`src/rtl/sweep_pkg.sv`:
```
// Shared state type, sizes and drive-order function for the minterm sweeper.
// Defining SWEEP_GRAY_EN switches vec() from binary to Gray drive order.
package sweep_pkg;

  localparam int unsigned VEC_N = 16;
  localparam int unsigned IDX_W = 4;

  typedef enum logic [1:0] {
    IDLE   = 2'd0,
    HOLD   = 2'd1,
    SAMPLE = 2'd2
  } state_e;

  // Maps sweep position to the minterm driven at that position.
  function automatic logic [IDX_W-1:0] vec(input logic [IDX_W-1:0] idx);
`ifdef SWEEP_GRAY_EN
    return idx ^ (idx >> 1);
`else
    return idx;
`endif
  endfunction

endpackage

```
`src/rtl/minterm_settle_timer.sv`:
```
// Loadable 4-bit down-counter with terminal-count flag; sets the HOLD dwell.
// tc_o is high whenever the count has reached zero.
module minterm_settle_timer (
  input  logic       clk_i,
  input  logic       rst_i,
  input  logic       load_i,
  input  logic [3:0] load_val_i,
  input  logic       en_i,
  output logic       tc_o
);

  logic [3:0] cnt_q;

  always_ff @(posedge clk_i or posedge rst_i) begin
    if (rst_i) begin
      cnt_q <= '0;
    end else if (load_i) begin
      cnt_q <= load_val_i;
    end else if (en_i && (cnt_q != '0)) begin
      cnt_q <= cnt_q - 4'd1;
    end
  end

  assign tc_o = (cnt_q == '0);

endmodule

```
`src/rtl/minterm_sweeper.sv`:
```
// Drives all 16 input vectors into a 4-input function, captures its truth table
// and checks it against EXPECTED. SWEEP_GRAY_EN selects Gray drive order.
module minterm_sweeper
  import sweep_pkg::*;
#(
  parameter logic [15:0] EXPECTED = 16'h325A,
  parameter int unsigned SETTLE   = 1
) (
  input  logic        clk_i,
  input  logic        rst_i,
  input  logic        start_i,
  output logic        x_o,
  output logic        y_o,
  output logic        w_o,
  output logic        z_o,
  input  logic        s_i,
  output logic        busy_o,
  output logic        done_o,
  output logic [15:0] table_o,
  output logic        pass_o,
  output logic [4:0]  err_count_o,
  output logic [3:0]  first_err_o
);

  localparam logic [3:0] SETTLE_V = SETTLE[3:0];

  state_e           state_q;
  logic [IDX_W-1:0] idx_q;
  logic [IDX_W-1:0] vec_q;
  logic [VEC_N-1:0] table_q;
  logic [4:0]       err_q;
  logic [3:0]       ferr_q;
  logic             pass_q;
  logic             busy_q;
  logic             done_q;

  logic [IDX_W-1:0] cur_m_d;
  logic             s_known_d;
  logic             s_bit_d;
  logic             miss_d;
  logic [4:0]       err_d;
  logic             load_d;
  logic             settle_tc;

  // An unknown sample is stored as 0 and always counted as a mismatch.
  always_comb begin
    cur_m_d   = vec(idx_q);
    s_known_d = (s_i === 1'b0) || (s_i === 1'b1);
    s_bit_d   = s_known_d & s_i;
    miss_d    = !s_known_d || (s_i != EXPECTED[cur_m_d]);
    err_d     = err_q + {4'd0, miss_d};
    load_d    = ((state_q == IDLE) && start_i) ||
                ((state_q == SAMPLE) && (idx_q != '1));
  end

  minterm_settle_timer u_settle (
    .clk_i      (clk_i),
    .rst_i      (rst_i),
    .load_i     (load_d),
    .load_val_i (SETTLE_V),
    .en_i       (state_q == HOLD),
    .tc_o       (settle_tc)
  );

  always_ff @(posedge clk_i or posedge rst_i) begin
    if (rst_i) begin
      state_q <= IDLE;
      idx_q   <= '0;
      vec_q   <= '0;
      table_q <= '0;
      err_q   <= '0;
      ferr_q  <= '0;
      pass_q  <= 1'b0;
      busy_q  <= 1'b0;
      done_q  <= 1'b0;
    end else begin
      done_q <= 1'b0;
      unique case (state_q)
        IDLE: begin
          if (start_i) begin
            state_q <= HOLD;
            idx_q   <= '0;
            vec_q   <= vec('0);
            table_q <= '0;
            err_q   <= '0;
            ferr_q  <= '0;
            pass_q  <= 1'b0;
            busy_q  <= 1'b1;
          end
        end
        HOLD: begin
          if (settle_tc) begin
            state_q <= SAMPLE;
          end
        end
        SAMPLE: begin
          table_q[cur_m_d] <= s_bit_d;
          err_q            <= err_d;
          if (miss_d && ((err_q == '0) || (cur_m_d < ferr_q))) begin
            ferr_q <= cur_m_d;
          end
          if (idx_q == '1) begin
            state_q <= IDLE;
            busy_q  <= 1'b0;
            done_q  <= 1'b1;
            vec_q   <= '0;
            pass_q  <= (err_d == '0);
          end else begin
            state_q <= HOLD;
            idx_q   <= idx_q + 4'd1;
            vec_q   <= vec(idx_q + 4'd1);
          end
        end
        default: state_q <= IDLE;
      endcase
    end
  end

  assign {x_o, y_o, w_o, z_o} = vec_q;
  assign busy_o      = busy_q;
  assign done_o      = done_q;
  assign table_o     = table_q;
  assign pass_o      = pass_q;
  assign err_count_o = err_q;
  assign first_err_o = ferr_q;

endmodule

```
`config.mk`:
```
export PLATFORM = sky130hd
export DESIGN_NAME = minterm_sweeper
export DESIGN_NICKNAME = d
export VERILOG_FILES = /design/src/rtl/sweep_pkg.sv /design/src/rtl/minterm_settle_timer.sv /design/src/rtl/minterm_sweeper.sv
export SDC_FILE = /design/constraint.sdc
export NUM_CORES = 1
export LEC_CHECK = 0
export BUFFER_PORTS_ARGS = -buffer_cell sky130_fd_sc_hd__buf_2
export CAP_MARGIN = 20
export CELL_PAD_IN_SITES_DETAIL_PLACEMENT = 1
export CELL_PAD_IN_SITES_GLOBAL_PLACEMENT = 1
export CORE_ASPECT_RATIO = 1.1
export CORE_MARGIN = 4
export CORE_UTILIZATION = 39
export DETAILED_ROUTE_END_ITERATION = 10
export HOLD_SLACK_MARGIN = 0.05
export PLACE_DENSITY_LB_ADDON = 0.1
export SYNTH_ARGS = -nofsm -noshare
export SYNTH_HDL_FRONTEND = slang
export SYNTH_HIERARCHICAL = 1
export SYNTH_SLANG_ARGS = --single-unit
export TNS_END_PERCENT = 10
```
`constraint.sdc`:
```
create_clock -name clk_i -period 2.5 [get_ports clk_i]
set_input_delay 0.25 -clock clk_i [delete_from_list [all_inputs] [get_ports clk_i]]
set_output_delay 0.25 -clock clk_i [all_outputs]
set_load 0.01 [all_outputs]
```
==> flow_metrics.env <==
export IMPL_status="complete, no violations"
export IMPL_ant_nets=0
export IMPL_synth_edff_count=0
export IMPL_finalInstanceArea_mm2=0.00277
export IMPL_synth_commonest_cells="dfrtp_1 (42), nand2_1 (41), o21ai_0 (23), inv_1 (15)"
export IMPL_die_area_mm2=0.00708
export IMPL_place_congestion=0.776
export IMPL_hold_class="in2reg"
export IMPL_grt_pass1_vias=2063
export IMPL_seq_area_frac_synth=0.465
export IMPL_via_count=1870
export IMPL_synthMuxAreaShare=0.0410
export IMPL_yosys_area_share_simple=0.178
export IMPL_fin_crit_ps=2420
export IMPL_drive_above_1_share=0.271
export IMPL_dp_hpwl_mm=4.25
export IMPL_area_delta_synth_final_pct=22.4
export IMPL_vias_per_cell=5.11
export IMPL_synth_cells=237
export IMPL_critPathArrivalTime_ps=2630
export IMPL_setup_worst_path_class="reg2reg"
export IMPL_synth_adder_area_share=0.0554
export IMPL_r2r_cells=8
export IMPL_worst_pin_slew_ps=790
export IMPL_hold_viol=0
export IMPL_syn_area_mm2=0.00226
export IMPL_cts_max_path_buffers=2
export IMPL_r2r_slack_ps=80
export IMPL_synth_top_area_cell="dfrtp_1"
export IMPL_fmax_mhz=412
export IMPL_synth_compound_area_frac=0.174
export IMPL_cts_made_buffers=5
export IMPL_p_per_area_mw_per_mm2=789
export IMPL_async_flop_share=1.00
export IMPL_ios=36
export IMPL_cts_tree="built"
export IMPL_crit_fanout=2
export IMPL_n_fill_cell=667
export IMPL_r2r_end="pass_o"
export IMPL_grt_overflow_total=0
export IMPL_antenna_found_initial=0
export IMPL_grt_max_degree=39
export IMPL_ys_flop_type="dfrtp_1"
export IMPL_synth_area_per_cell_um2=9.53
export IMPL_drv_cap=0
export IMPL_port_buffers=35
export IMPL_synth_top_area_frac=0.465
export IMPL_die_width_um=80.6
export IMPL_clk_pin_slew_ps=80
export IMPL_skew_ps=5.98
export IMPL_die_y_um=87.8
export IMPL_setup_violations=0
export IMPL_ys_warn_count=6
export IMPL_htree_levels=2
export IMPL_p_leak_nw=1.39
export IMPL_start_util=0.411
export IMPL_placed_area_mm2=0.00260
export IMPL_track_usage=0.186
export IMPL_ir_drop_mv=0.400
export IMPL_antenna_cells=0
export IMPL_yosysMostFrequentCell="dfrtp_1"
export IMPL_r2r_start="cur_m_d[0]"
export IMPL_grt_pass1_wl_mm=10.2
export IMPL_setup_worst_path_end_class="flip-flop"
export IMPL_route_detailed_drc=0
export IMPL_synth_top_family_by_area="simple AND/OR/NAND/NOR gates"
export IMPL_worstPathRequired_ps=2700
export IMPL_period_share=0.970
export IMPL_slew_violations=0
export IMPL_tns_ps=0
export IMPL_synth_distinct_cells=50
export IMPL_min_path_cells=3
export IMPL_firstDrtPassIters=4
export IMPL_hold_start="s_i"
export IMPL_clock_sinks=42
export IMPL_layout_nets=304
export IMPL_ys_seq_elements=42
export IMPL_clockRootBuffer="clkbuf_8"
export IMPL_synth_area_leaders="dfrtp_1 (47%), nand2_1 (6.8%), ha_1 (5.5%), o21ai_0 (5.1%), a21boi_0 (3.3%)"
export IMPL_slew_headroom=0.472
export IMPL_start_kind="flip-flop"
export IMPL_min_to="table_o[3]"
export IMPL_drt_iter0_drc=54
export IMPL_core_mm2=0.00550
export IMPL_routed_wl_mm=5.82
export IMPL_rows=28
export IMPL_clk_latency_ps=290
export IMPL_synthXorXnorAreaFrac=0.0233
export IMPL_wl_per_cell_um=15.9
[power breakdown]
part | internal, mW | switching, mW
logic | 0.401 | 0.458
registers | 0.768 | 0.0997
clock network | 0.223 | 0.232
total | 1.39 | 0.790
[how the worst max path moves through the flow]
stage | slack, ps | start | to | cells past startpoint
2_1_floorplan | 10 | cur_m_d[1] | pass_o | 9
3_3_place_gp | 50 | cur_m_d[0] | pass_o | 8
3_5_place_dp | 20 | cur_m_d[0] | pass_o | 8
4_1_cts | 10 | cur_m_d[0] | pass_o | 8
5_1_grt | -9 | cur_m_d[1] | pass_o | 9
6_report | 80 | cur_m_d[0] | pass_o | 8
[sequential cells by signal, indices dropped and copies added, names as in the netlist]
signal	flops
err_count_o	5
busy_o	1
first_err_o	4
state_q	2
done_o	1
pass_o	1
vec_q	4
u_settle/cnt_q	4
cur_m_d	4
table_o	16
[cell usage in the layout, fill, tap and decap left out, types with 2 or more instances in the layout]
master    count
ha_4          2
conb_1        4
a21oi_1       4
nor3_1        5
nand3_1       7
nand3_2       2
buf_4        18
mux2i_1       6
nand4_1       3
o31ai_1       4
clkbuf_8      6
dfrtp_1      41
xnor2_1       4
a21boi_0     10
nand2_1      41
buf_2        35
o21ai_0      23
a22o_1        3
nor2_1        6
inv_1        14
ha_1          7
inv_2         2
nor3b_1       2
nand2b_1      4
and2_1        2
o21ai_1       4
[cells by family (layout without fill, tap and decap cells)]
family,Yosys count,in the layout
simple gates,80,80
compound gates,61,61
flops,42,42
buf+inv,27,79
fa+ha+maj,10,10
mux,9,9
xor+xnor,6,6
other cells,2,4
[critical path: stages (launching register included)]
cell     delay (ps)
dfrtp_2         440
ha_4            160
mux2_4          260
mux2i_4         170
xnor2_2         150
ha_2            250
ha_4            210
or4_1           500
o31ai_1         200
[timing repair]
| action | in CTS | in global routing |
|---|---|---|
| gates resized for setup | 4 | 3 |
| setup buffers | 2 | 1 |
| endpoints found under the hold margin | 4 | 0 |
| hold buffers | 1 | 0 |
| endpoints found under the setup margin | 1 | 1 |
| pin swaps | 6 | 3 |
[metal layers]
layer	global-route usage	share of wire
met1	0.251	0.47
met5	0	0
met4	0.0476	0.011
met3	0.0340	0.037
met2	0.309	0.48
[final cells by class]
| class | instances | area (µm²) | area share |
|---|---|---|---|
| clock inverters | 1 | 5.00 | 0.00181 |
| inverters | 16 | 60.1 | 0.0217 |
| clock buffers | 7 | 86.3 | 0.0312 |
| well taps | 75 | 93.8 | 0.0339 |
| repair buffers | 55 | 332 | 0.120 |
| flip-flops and latches | 42 | 1050 | 0.381 |
| multi-input cells | 170 | 1140 | 0.411 |
[per-stage QoR]
| step | setup slack (ps) | std cells | util | hold WS, ps | power, mW |
|---|---|---|---|---|---|
| after floorplan | 10.8 | 239 | - | 16.1 | 1.40 |
| after global placement | 52.3 | 354 | 0.472 | 148 | 1.63 |
| after detailed placement | 20.7 | 354 | 0.472 | 151 | 1.66 |
| after CTS | 9.60 | 365 | 0.498 | 355 | 2.17 |
| after global routing | -9.13 | 366 | 0.503 | 386 | 2.36 |
| final | 75.6 | 366 | 0.503 | 370 | 2.18 |
No activity file was read; power rests on OpenSTA's default activity.
